[config.mk]
export PLATFORM = sky130hd
export DESIGN_NAME = sram_arbiter
export DESIGN_NICKNAME = d
export VERILOG_FILES = /design/src/rtl/sram_arbiter.sv
export SDC_FILE = /design/constraint.sdc
export NUM_CORES = 1
export LEC_CHECK = 0
export BUFFER_PORTS_ARGS = -buffer_cell sky130_fd_sc_hd__buf_2
export CAP_MARGIN = 30
export CORE_ASPECT_RATIO = 0.8
export CORE_MARGIN = 2
export CORE_UTILIZATION = 43
export DETAILED_ROUTE_END_ITERATION = 8
export MAX_ROUTING_LAYER = met4
export PLACE_DENSITY = 0.79
export SYNTH_ARGS = -nofsm -noshare
export SYNTH_HDL_FRONTEND = slang
export SYNTH_SLANG_ARGS = --single-unit
[constraint.sdc]
create_clock -name i_clk -period 1.6 [get_ports i_clk]
set_input_delay 0.16 -clock i_clk [delete_from_list [all_inputs] [get_ports i_clk]]
set_output_delay 0.16 -clock i_clk [all_outputs]
set_load 0.02 [all_outputs]
[src/rtl/sram_arbiter.sv]
// Read/write arbiter for a single-port async SRAM; reads win, one turnaround/recovery cycle per write.
// Latency: grants combinational, SRAM pins registered (+1), read data valid +2. Requests hold until granted.
// Optional write-starvation guard compiled in with SRAM_ARB_WR_GUARD_EN.
module sram_arbiter #(
   parameter int ADDR_W    = 20,
   parameter int DATA_W    = 16,
   parameter int WR_STARVE = 8
) (
   input  logic              i_clk,
   input  logic              i_rst,
   input  logic              i_rd_req,
   input  logic [ADDR_W-1:0] i_rd_addr,
   output logic              o_rd_gnt,
   output logic [DATA_W-1:0] o_rd_data,
   output logic              o_rd_valid,
   input  logic              i_wr_req,
   input  logic [ADDR_W-1:0] i_wr_addr,
   input  logic [DATA_W-1:0] i_wr_data,
   output logic              o_wr_gnt,
   output logic [ADDR_W-1:0] o_SRAM_ADDR,
   output logic [DATA_W-1:0] o_SRAM_DQ_out,
   output logic              o_SRAM_DQ_oe,
   input  logic [DATA_W-1:0] i_SRAM_DQ,
   output logic              o_SRAM_WE_N
);

   typedef enum logic [1:0] {
      LAST_IDLE = 2'd0,
      LAST_RD   = 2'd1,
      LAST_WR   = 2'd2
   } last_t;

   last_t last_q;
   last_t last_d;
   logic  starve_blk;
   logic  rd_pend;

   // Reads may follow reads or idle; writes need an idle cycle before them.
   always_comb begin
      o_rd_gnt = 1'b0;
      o_wr_gnt = 1'b0;
      if (!i_rst) begin
         o_rd_gnt = i_rd_req && (last_q != LAST_WR) && !starve_blk;
         o_wr_gnt = i_wr_req && !o_rd_gnt && (last_q == LAST_IDLE);
      end
   end

   always_comb begin
      last_d = LAST_IDLE;
      if (o_rd_gnt) begin
         last_d = LAST_RD;
      end else if (o_wr_gnt) begin
         last_d = LAST_WR;
      end
   end

   always_ff @(posedge i_clk) begin
      if (i_rst) begin
         last_q <= LAST_IDLE;
      end else begin
         last_q <= last_d;
      end
   end

`ifdef SRAM_ARB_WR_GUARD_EN
   logic [3:0] starve_cnt;

   always_ff @(posedge i_clk) begin
      if (i_rst || o_wr_gnt || !i_wr_req) begin
         starve_cnt <= '0;
      end else if (o_rd_gnt && (starve_cnt != 4'hF)) begin
         starve_cnt <= starve_cnt + 4'd1;
      end
   end

   assign starve_blk = (int'(starve_cnt) >= WR_STARVE);
`else
   logic unused_wr_starve;

   assign starve_blk       = 1'b0;
   assign unused_wr_starve = (WR_STARVE != 0);
`endif

   // SRAM pins drive the granted access for exactly the following cycle.
   always_ff @(posedge i_clk) begin
      if (i_rst) begin
         o_SRAM_ADDR   <= '0;
         o_SRAM_DQ_out <= '0;
         o_SRAM_DQ_oe  <= 1'b0;
         o_SRAM_WE_N   <= 1'b1;
      end else if (o_rd_gnt) begin
         o_SRAM_ADDR   <= i_rd_addr;
         o_SRAM_DQ_oe  <= 1'b0;
         o_SRAM_WE_N   <= 1'b1;
      end else if (o_wr_gnt) begin
         o_SRAM_ADDR   <= i_wr_addr;
         o_SRAM_DQ_out <= i_wr_data;
         o_SRAM_DQ_oe  <= 1'b1;
         o_SRAM_WE_N   <= 1'b0;
      end else begin
         o_SRAM_DQ_oe  <= 1'b0;
         o_SRAM_WE_N   <= 1'b1;
      end
   end

   always_ff @(posedge i_clk) begin
      if (i_rst) begin
         rd_pend    <= 1'b0;
         o_rd_valid <= 1'b0;
         o_rd_data  <= '0;
      end else begin
         rd_pend    <= o_rd_gnt;
         o_rd_valid <= rd_pend;
         if (rd_pend) begin
            o_rd_data <= i_SRAM_DQ;
         end
      end
   end

endmodule

* Word-level counts from Yosys, hierarchy flattened
Index checks and enable logic that the tools add are counted.
Word-level totals: output and inout bits 57, input port bits 76, word-level logic and storage cells 27, register bits 58
Cells by class: bitwise gates (word level) 1, multiplexer cells 8, reductions and logical operators 8, equal/unequal tests 1
Operators with widths (number):
- 2-to-1 mux 20 bit | 2
- 2-to-1 mux 1 bit | 5
- logical AND 1 bit | 3
- zero test 2 bit | 1
- 2-to-1 mux 2 bit | 1
- != test 2 bit, second input constant | 1
- AND reduction 2 bit | 1
- nonzero test 2 bit | 1
- OR reduction 2 bit | 1
- zero test 1 bit | 1
- inverter 1 bit | 1

* Longest topological paths before layout
Gate-level depths: netlist of run 1.
depth in word-level cells 8, mapped depth 6, depth with buffers taken out 3

* Worst setup path after synthesis of run 1
Ideal clock, no wire load.
path kind reg2reg, start register last_q[1], end register o_SRAM_WE_N, data required time 1.470 ns, library setup time 0.130 ns, clock period less this slack 1.517 ns, stages on the path, launching flop included 5, arrival time 1.386 ns, path slack 0.083 ns, path buffers 1, path through dfxtp_1 or4b_4 buf_6 nor2_1 inv_1
Between the ends: cells in the longest elaborated chain, start to end 7, elaborated cells between the ends (all ways) 10, classes of those cells eq/ne (1); mux (3); reduce/logical (6)
RTL lines:
- start: declaration | line 33 | last_t last_q;
- start signal: assignment | line 61 | last_q <= last_d;
- != test 2 bit | line 43 | o_rd_gnt = i_rd_req && (last_q != LAST_WR) && !starve_blk;
- logical AND 1 bit | line 43
- zero test 1 bit | line 44 | o_wr_gnt = i_wr_req && !o_rd_gnt && (last_q == LAST_IDLE);
- logical AND 1 bit | line 44
- logical AND 1 bit (*) | line 44
- 2-to-1 mux 1 bit (*) | line 42 | if (!i_rst) begin
- named net o_wr_gnt | line 19 | output logic o_wr_gnt,
- 2-to-1 mux 1 bit (*) | line 95 | end else if (o_wr_gnt) begin
- end signal: assignment | line 94 | o_SRAM_WE_N <= 1'b1;
- end signal: assignment | line 99 | o_SRAM_WE_N <= 1'b0;
- end signal: assignment | line 102 | o_SRAM_WE_N <= 1'b1;
- end: declaration | line 24 | output logic o_SRAM_WE_N
The timed path passes the listed nets; every way through them passes the cells marked *. A chain may end at the register's enable or synchronous reset.

* Worst setup path in the final report of run 1
start register last_q[0], end output port o_wr_gnt
Between the ends: cells in the longest elaborated chain, start to end 6, elaborated cells between the ends (all ways) 7, classes of those cells eq/ne (1); mux (1); reduce/logical (5)
RTL lines (line):
- != test 2 bit | 43
- logical AND 1 bit | 43
- zero test 1 bit | 44
- logical AND 1 bit | 44
- logical AND 1 bit (*) | 44
- 2-to-1 mux 1 bit (*) | 42
- end: declaration | 19
Mark *: on every way between the ends. The rest lies on a longest branch, timed or not.

==> results of run 1 <==
==> per-stage QoR <==
step	hold slack, ns	total power, mW
after floorplan	0.283	1.92
after global placement	0.371	2.15
after detailed placement	0.372	2.16
after CTS	0.0412	2.95
after global routing	0.0441	3.05
final	0.0483	2.91
==> flip-flops by register name, summed over array words and instances (netlist names) <==
name	count
o_rd_data	16
last_q	2
o_rd_valid	1
o_SRAM_ADDR	20
o_SRAM_DQ_out	16
o_SRAM_WE_N	1
==> what timing repair did <==
action,in CTS,in global routing
endpoints found under the setup margin,1,1
cloned,0,0
gates resized for setup,5,0
setup buffers,1,0
pin swaps,2,1
==> area by class of cell <==
class / count / area share [%]
clock inverter: 3 / 0.722
multi-input combinational: 148 / 33.7
sequential: 56 / 36.0
clock buffer: 5 / 2.21
timing repair buffer: 143 / 24.4
inverter: 4 / 0.481
tap: 62 / 2.49
==> power groups by stage <==
stage | clock network, mW | logic (mW) | registers [mW]
5_1_grt | 0.864 | 0.641 | 1.55
6_report | 0.781 | 0.590 | 1.54
4_1_cts | 0.817 | 0.598 | 1.54
2_1_floorplan | 0 | 0.229 | 1.69
3_3_place_gp | 0 | 0.577 | 1.57
3_5_place_dp | 0 | 0.592 | 1.57
==> placed cells by master, fill, tap and decap left out <==
master	instances
o211a_1	2
o221ai_2	1
nor2_1	17
inv_1	3
buf_2	131
buf_4	10
nor2b_1	2
nor4b_2	1
mux2i_1	56
nand2_1	35
nand3_1	22
dfxtp_1	55
inv_6	1
o31ai_1	1
or4b_4	1
clkbuf_8	5
clkinv_1	1
clkinv_2	1
dfxtp_2	1
nor2_4	1
buf_12	1
clkinv_4	1
nand3_2	9
buf_6	1
==> worst min-delay path by stage <==
stage / from / end / slack, ns / cells after the start
detailed placement: i_wr_data[9] / o_SRAM_DQ_out[9] / 0.37 / 3
CTS: i_wr_data[9] / o_SRAM_DQ_out[9] / 0.04 / 3
finish: i_wr_data[9] / o_SRAM_DQ_out[9] / 0.05 / 3
floorplan: i_wr_data[0] / o_SRAM_DQ_out[0] / 0.28 / 2
global route: i_wr_data[4] / o_SRAM_DQ_out[4] / 0.04 / 3
global placement: i_wr_data[9] / o_SRAM_DQ_out[9] / 0.37 / 3
==> cells by family (layout without fill, tap and decap cells) <==
family | count (synthesis) | in the layout | share of synthesized area (%)
DFF | 56 | 56 | 49.4
AOI/OAI and AO/OA | 4 | 4 | 1.60
buffers and inverters | 21 | 155 | 4.91
muxes | 56 | 56 | 24.7
and+or+nand+nor | 88 | 88 | 19.4
==> per-layer routing <==
layer | global-route usage (%) | vias to the layer above | share of wire, %
li1 | - | 1028 | -
met1 | 21.3 | 910 | 43
met2 | 31.0 | 70 | 49
met3 | 3.81 | 6 | 6.6
met4 | 5.36 | 0 | 1.2
met5 | - | - | 0
==> worst register-to-register path, cell delays in order, from the launching register on <==
cell and delay (ns):
dfxtp_2 0.33, or4b_4 0.53, buf_4 0.23, o31ai_1 0.19
==> impl_metrics.yaml, run 1 <==
status:
  outcome: "complete, no violations"
logic_synthesis:
  synthCells: 225
  syn_area_mm2: 0.00227
  yosys-top-cells-area: "dfxtp_1 (49%), mux2i_1 (25%), nand2_1 (5.8%), nand3_1 (4.9%), nand3_2 (4.0%)"
  synth_edf_count: 0
  synth_seq_cells: 56
  synth.yosys.warnings: 0
  avgSynthCellArea_um2: 10.1
  yosys-top-cells-count: "dfxtp_1 (56), mux2i_1 (56), nand2_1 (35), nand3_1 (22), nor2_1 (18)"
  mappedNetlistNets: 301
  yosysTopAreaCellShare_pct: 49.4
  yosysSeqAreaShare_pct: 49.4
  synth_top_cell_by_area: "dfxtp_1"
  yosysUniqueCellTypes: 18
  synthArstFlopShare_pct: 0
  synth_top_flop_cell: "dfxtp_1"
global_route:
  grt_max_degree: 29
  antenna_found_initial: 0
  grt_pass1_vias: 1836
  grt_pass1_wl_um: 8140
  gr-total-overflow: 0
  track_usage_pct: 17.9
setup_path:
  cp.arrival_ns: 1.42
  crit_path_end_kind: "primary output"
  crit_cells: 3
  start_kind: "flip-flop"
  worstSetupStartpoint: "last_q[0]"
  path_cells: "or4b_4 > nor2_4 > buf_6"
  rr_startpoint: "last_q[0]"
  crit_fanout: 2
  path_delay_family: "simple AND/OR/NAND/NOR gates"
  crit_path_end: "o_wr_gnt"
  max_stage_delay_ns: 0.53
  reg2reg_to: "o_SRAM_DQ_out[13]"
  ff2ff_setup_slack_ns: 0.24
  path_class: "reg2out"
  rr_worst_depth: 3
  critical_path.slowest_cell: "or4b_4"
  cp.buffers_inverters: 1
  critPathRequiredTime_ns: 1.44
cells_and_area:
  fin_nets: 434
  stdcell_area_mm2: 0.00312
  diodes: 0
  fillCellCount: 461
  syn_to_final_growth_pct: 37.4
  final_cells: 421
  drive_above_1_share_pct: 46.0
  seqCellArea_mm2: 0.00112
  multi_input_area_mm2: 0.00105
  post-route-util_pct: 61.9
clock_tree:
  clockRootBuffer: "clkbuf_8"
  htreeDepth: 2
  cts-hold-fix-buffers: 0
  cts.clk_slew.worst_paths_ns: 0.11
  cts_tree: "done"
  cts_max_path_buffers: 2
  cts.sinks: 56
  clkLatencyLatePin_ns: 0.30
  cts_made_buffers: 5
power:
  ir_drop_uv: 471
  p_clk_share_pct: 26.8
  power.share.sequential_pct: 52.9
  switchingPower_mw: 0.845
  p_int_mw: 2.06
  cellLeakagePower_nw: 1.71
  swShare_pct: 29.0
  power_density_mw_per_mm2: 933
  pwr-share-comb_pct: 20.3
timing:
  grt_setup_unrepaired: "true"
  fin_ws_ns: 0.0231
  setup_viol: 0
  fmax_ghz: 0.634
  finClkSkew_ns: 0.00779
  min_period_ns: 1.58
  hold_viol_final: 0
  finalCritPeriodShare_pct: 98.6
  slew_violations: 0
  tns_ns: 0
  worst_slew_pin_slew_ns: 0.395
  slew_headroom_pct: 73.6
floorplanning:
  placementRows: 23
  die_y_um: 69.0
  die-area_mm2: 0.00588
  io_pins: 133
  start_util_pct: 45.1
  dieWidth_um: 85.2
  core_mm2: 0.00504
hold_path:
  hp-class: "in2reg"
placement:
  post-place-ws_ns: 0.239
  place.gp.congestion: 0.739
  placedCellCount: 412
  placedInstanceArea_mm2: 0.00301
  dp_hpwl_um: 3980
  port_buffers: 132
route:
  via_per_inst: 4.78
  dr.first_iter.drc_count: 44
  wirelength_um: 5290
  drc: 0
  final_antenna_net_count: 0
  wl_per_cell_um: 12.6
  via_count: 2014
  firstDrtPassIters: 4
job:
  drv_cap: 0
Note: power is estimated with default switching activity, not from simulation.
==> run 2, diff against run 1 <==
--- a/config.mk
+++ b/config.mk
@@ -13,6 +13,7 @@
 export DETAILED_ROUTE_END_ITERATION = 8
 export MAX_ROUTING_LAYER = met4
 export PLACE_DENSITY = 0.79
+export RECOVER_POWER = 50
 export SYNTH_ARGS = -nofsm -noshare
 export SYNTH_HDL_FRONTEND = slang
 export SYNTH_SLANG_ARGS = --single-unit
==> run 2 against run 1 <==
- hold slack better by 0.0017 ns
- wire length grew 0.93%
- final area is 2.2% lower
- sequential power about the same
- largest power group unchanged
- clock skew increased by 0.00050 ns
==> impl_metrics.yaml, run 2 (same netlist as run 1, synthesis figures left out) <==
status:
  outcome: "complete, no violations"
timing:
  finalCritPeriodShare_pct: 98.7
  worst_slew_pin_slew_ns: 0.519
  slew_headroom_pct: 65.4
  setup_viol: 0
  fmax_ghz: 0.633
  grt_setup_unrepaired: "true"
  finClkSkew_ns: 0.00830
  slew_violations: 0
  min_period_ns: 1.58
  hold_viol_final: 0
  whs_ns: 0.0500
route:
  dr.first_iter.drc_count: 43
  via_per_inst: 4.76
  via_count: 2003
  wl_per_cell_um: 12.7
  wirelength_um: 5340
  final_antenna_net_count: 0
  firstDrtPassIters: 4
  drc: 0
power:
  switchingPower_mw: 0.848
  power.share.sequential_pct: 53.4
  swShare_pct: 29.4
  power_density_mw_per_mm2: 946
  cellLeakagePower_nw: 1.50
  fin_total_pwr_mw: 2.89
  ir_drop_uv: 468
  p_clk_share_pct: 27.0
  p_int_mw: 2.04
  pwr-share-comb_pct: 19.5
clock_tree:
  cts_max_path_buffers: 2
  clkLatencyLatePin_ns: 0.30
  cts_made_buffers: 5
  clockRootBuffer: "clkbuf_8"
  htreeDepth: 2
  cts.sinks: 56
  cts.clk_slew.worst_paths_ns: 0.11
  cts_tree: "done"
  cts-hold-fix-buffers: 0
global_route:
  grt_max_degree: 29
  track_usage_pct: 17.9
  grt_pass1_vias: 1836
  grt_pass1_wl_um: 8140
  antenna_found_initial: 0
  gr-total-overflow: 0
floorplanning:
  start_util_pct: 45.1
  placementRows: 23
  die_y_um: 69.0
  die-area_mm2: 0.00588
  dieWidth_um: 85.2
  io_pins: 133
  core_mm2: 0.00504
cells_and_area:
  drive_above_1_share_pct: 30.9
  reg_top3: "o_SRAM_ADDR (20), o_SRAM_DQ_out (16), o_rd_data (16)"
  layout_common_cells: "buf_2 (77), mux2i_1 (56), dfxtp_1 (55), clkbuf_1 (54), nand2_1 (35)"
  syn_to_final_growth_pct: 34.3
  fin_nets: 434
  largest_register_ffs: 20
  fillCellCount: 496
  final_common_cell: "buf_2"
  multi_input_area_mm2: 0.00105
  regMostFlops: "o_SRAM_ADDR"
  diodes: 0
  post-route-util_pct: 60.5
  seqCellArea_mm2: 0.00112
setup_path:
  crit_path_end_kind: "primary output"
  rr_worst_depth: 3
  path_class: "reg2out"
  crit_fanout: 2
  start_kind: "flip-flop"
  critPathRequiredTime_ns: 1.44
  cp.arrival_ns: 1.42
placement:
  place.gp.congestion: 0.739
  dp_hpwl_um: 3980
  port_buffers: 132
job:
  drv_cap: 0
hold_path:
  hp-class: "in2reg"
  hold_depth: 3
[run 2: final cells by class]
| type | count | share of cell area, % |
|---|---|---|
| clock buffer | 5 | 2.26 |
| sequential | 56 | 36.8 |
| multi-input combinational | 148 | 34.5 |
| tap | 62 | 2.54 |
| clock inverter | 3 | 0.739 |
| inverter | 4 | 0.492 |
| timing repair buffer | 143 | 22.7 |
[run 2: path summary, 6_finish.rpt]
path                                        start                 to  slack [ns]
worst max-delay path                    last_q[0]           o_wr_gnt        0.02
worst min-delay path                 i_wr_data[9]   o_SRAM_DQ_out[9]        0.05
worst max register to register          last_q[0]  o_SRAM_DQ_out[13]        0.24
worst min register to register  o_SRAM_DQ_out[10]  o_SRAM_DQ_out[10]        0.46
[run 2: what timing repair did]
action,CTS,global route
gates resized for setup,5,0
gates cloned,0,0
setup endpoints to repair,1,1
pin swaps,2,1
setup buffers,1,0
[run 2: power by group through the flow]
stage / sequential [mW] / combinational, mW / clock (mW)
3_3_place_gp: 1.57 / 0.577 / 0
5_1_grt: 1.55 / 0.614 / 0.864
3_5_place_dp: 1.57 / 0.592 / 0
4_1_cts: 1.54 / 0.598 / 0.817
2_1_floorplan: 1.69 / 0.229 / 0
6_report: 1.54 / 0.564 / 0.779
[run 2: layer usage]
metal  wire, µm  track usage [%]
met5          0                -
met4         61             5.36
met3        352             3.81
met2       2610             31.0
met1       2310             21.3
[run 2: critical path: stages, from the launching register on]
cell and delay, ns:
dfxtp_2 0.33, or4b_4 0.53, nor2_4 0.12, buf_6 0.13
[run 2: through the flow]
step | cell area [µm²] | setup WS, ns | TNS [ns] | std cells
after global placement | 3010 | 0.264 | 0 | 412
after CTS | 3120 | -0.0182 | -0.0182 | 421
after detailed placement | 3010 | 0.239 | 0 | 412
after global routing | 3050 | -0.0288 | -0.0288 | 421
final | 3050 | 0.0201 | 0 | 421
after floorplan | 2270 | 0.0835 | 0 | 225
==> run 3, diff against run 2 <==
--- a/config.mk
+++ b/config.mk
@@ -7,7 +7,7 @@
 export LEC_CHECK = 0
 export BUFFER_PORTS_ARGS = -buffer_cell sky130_fd_sc_hd__buf_2
 export CAP_MARGIN = 30
-export CORE_ASPECT_RATIO = 0.8
+export CORE_ASPECT_RATIO = 0.9
 export CORE_MARGIN = 2
 export CORE_UTILIZATION = 43
 export DETAILED_ROUTE_END_ITERATION = 8
==> constraint.sdc (replaced) <==
create_clock -name i_clk -period 1.6 [get_ports i_clk]
set_input_delay 0.16 -clock i_clk [delete_from_list [all_inputs] [get_ports i_clk]]
set_output_delay 0.16 -clock i_clk [all_outputs]
set_load 0.01 [all_outputs]
==> run 3 against run 2 <==
- clock skew grew 0.0010 ns
- count of clock-buffer cells in the layout unchanged
- critical endpoint unchanged
- final cell count is 1.4% higher
- critical path type unchanged
- hold slack improved by 0.0021 ns
- utilization shrank 1.2 points
- sequential cell count stayed put
- non-clock buffer count increased by 1
- clock power hardly changed
- wire length up 1.0%
- final area up 0.45%
- highest routed layer unchanged
==> impl_metrics.yaml, run 3 (same netlist as run 1, synthesis figures left out) <==
clock_tree:
  cts.clk_slew.worst_paths_ns: 0.10
  cts.sinks: 56
  clkLatencyLatePin_ns: 0.30
  cts_made_buffers: 5
  cts_tree: "done"
  clockRootBuffer: "clkbuf_8"
  htreeDepth: 2
  cts_max_path_buffers: 2
  cts-hold-fix-buffers: 0
floorplanning:
  start_util_pct: 44.0
  core_mm2: 0.00516
  dieWidth_um: 80.6
  io_pins: 133
  die-area_mm2: 0.00588
  placementRows: 25
  die_y_um: 72.9
cells_and_area:
  fin_nets: 435
  drive_above_1_share_pct: 30.8
  syn_to_final_growth_pct: 35.0
  regMostFlops: "o_SRAM_ADDR"
  largest_register_ffs: 20
  diodes: 0
  post-route-util_pct: 59.3
  layout_common_cells: "buf_2 (76), mux2i_1 (56), dfxtp_1 (55), clkbuf_1 (55), nand2_1 (35)"
  final_common_cell: "buf_2"
  fillCellCount: 489
  reg_top3: "o_SRAM_ADDR (20), o_SRAM_DQ_out (16), o_rd_data (16)"
setup_path:
  max_stage_delay_ns: 0.55
  crit_path_end_kind: "primary output"
  cp.arrival_ns: 1.41
  critical_path.slowest_cell: "or4b_4"
  crit_fanout: 3
  path_class: "reg2out"
  path_cells: "or4b_4 > nor2_4 > buf_6"
  critPathRequiredTime_ns: 1.44
  start_kind: "flip-flop"
route:
  wl_per_cell_um: 12.6
  final_antenna_net_count: 0
  drc: 0
  wirelength_um: 5390
  firstDrtPassIters: 4
  via_per_inst: 4.83
  via_count: 2061
  dr.first_iter.drc_count: 101
power:
  ir_drop_uv: 470
  power_density_mw_per_mm2: 918
  cellLeakagePower_nw: 1.50
timing:
  min_period_ns: 1.57
  setup_viol: 0
  grt_setup_unrepaired: "true"
  slew_violations: 0
  slew_headroom_pct: 80.4
  tns_ns: 0
  finalCritPeriodShare_pct: 98.0
  fmax_ghz: 0.638
  hold_viol_final: 0
  worst_slew_pin_slew_ns: 0.294
  finClkSkew_ns: 0.00930
global_route:
  track_usage_pct: 18.3
  grt_pass1_vias: 1910
  antenna_found_initial: 0
  gr-total-overflow: 0
  grt_pass1_wl_um: 8210
  grt_max_degree: 25
hold_path:
  hp-class: "in2reg"
job:
  drv_cap: 0
placement:
  port_buffers: 132
  dp_hpwl_um: 3980
  place.gp.congestion: 0.740
status:
  outcome: "complete, no violations"
-- run 3: changes by cell type in the layout (fill, tap and decap cells not counted), sizes merged --
| cell | change |
|---|---|
| buf | +1 |
| clkinv | -1 |
| clkinvlp | +1 |
-- run 3: path summary, 6_finish.rpt --
path	slack, ns	cells past startpoint	endpoint	from
min reg2reg	0.46	2	o_SRAM_DQ_out[8]	o_SRAM_DQ_out[8]
max	0.03	3	o_wr_gnt	last_q[0]
min	0.05	3	o_SRAM_DQ_out[3]	i_wr_data[3]
max reg2reg	0.25	3	o_SRAM_DQ_out[13]	last_q[0]
-- run 3: timing repair --
item | CTS | global route
setup buffers | 0 | 0
pin swaps | 1 | 0
gates resized for setup | 2 | 2
setup endpoints to repair | 1 | 1
-- run 3: stage by stage --
step	hold slack, ns	instance area [µm²]	cells	setup slack (ns)	power (mW)
after floorplan	0.283	2270	225	0.230	1.85
final	0.0521	3060	427	0.0315	2.81
after CTS	0.0505	3120	427	0.0122	2.86
after global routing	0.0605	3060	427	-0.00502	2.96
after global placement	0.371	3030	419	0.312	2.08
after detailed placement	0.376	3030	419	0.278	2.09
-- run 3: area by class of cell --
type                            count  area [µm²]  share of cell area [%]
Clock buffer                        5        68.8                    2.25
Clock inverter                      3        21.3                   0.694
Inverter                            4        15.0                   0.490
Multi-Input combinational cell    148        1050                    34.3
Sequential cell                    56        1120                    36.6
Tap cell                           67        83.8                    2.74
Timing Repair Buffer              144         701                    22.9
-- run 3: routing by layer --
metal  up-vias  share of wire (%)  GRT usage (%)
li1       1026                  -              -
met1       949                 42           21.1
met2        75                 50           31.7
met3        11                6.2           2.97
met4         0                2.2           7.72
met5         -                  0              -
-- run 3: report_power, final --
| group | internal, mW | total (mW) | switching [mW] |
|---|---|---|---|
| clock network | 0.312 | 0.776 | 0.465 |
| registers | 1.49 | 1.54 | 0.0499 |
| logic | 0.232 | 0.493 | 0.261 |
-- run 3: worst max-delay path: cells and delay by family (launching register included) --
kind | cells | cell delay, ns
simple gates | 2 | 0.66
flops | 1 | 0.34
buf+inv | 1 | 0.11
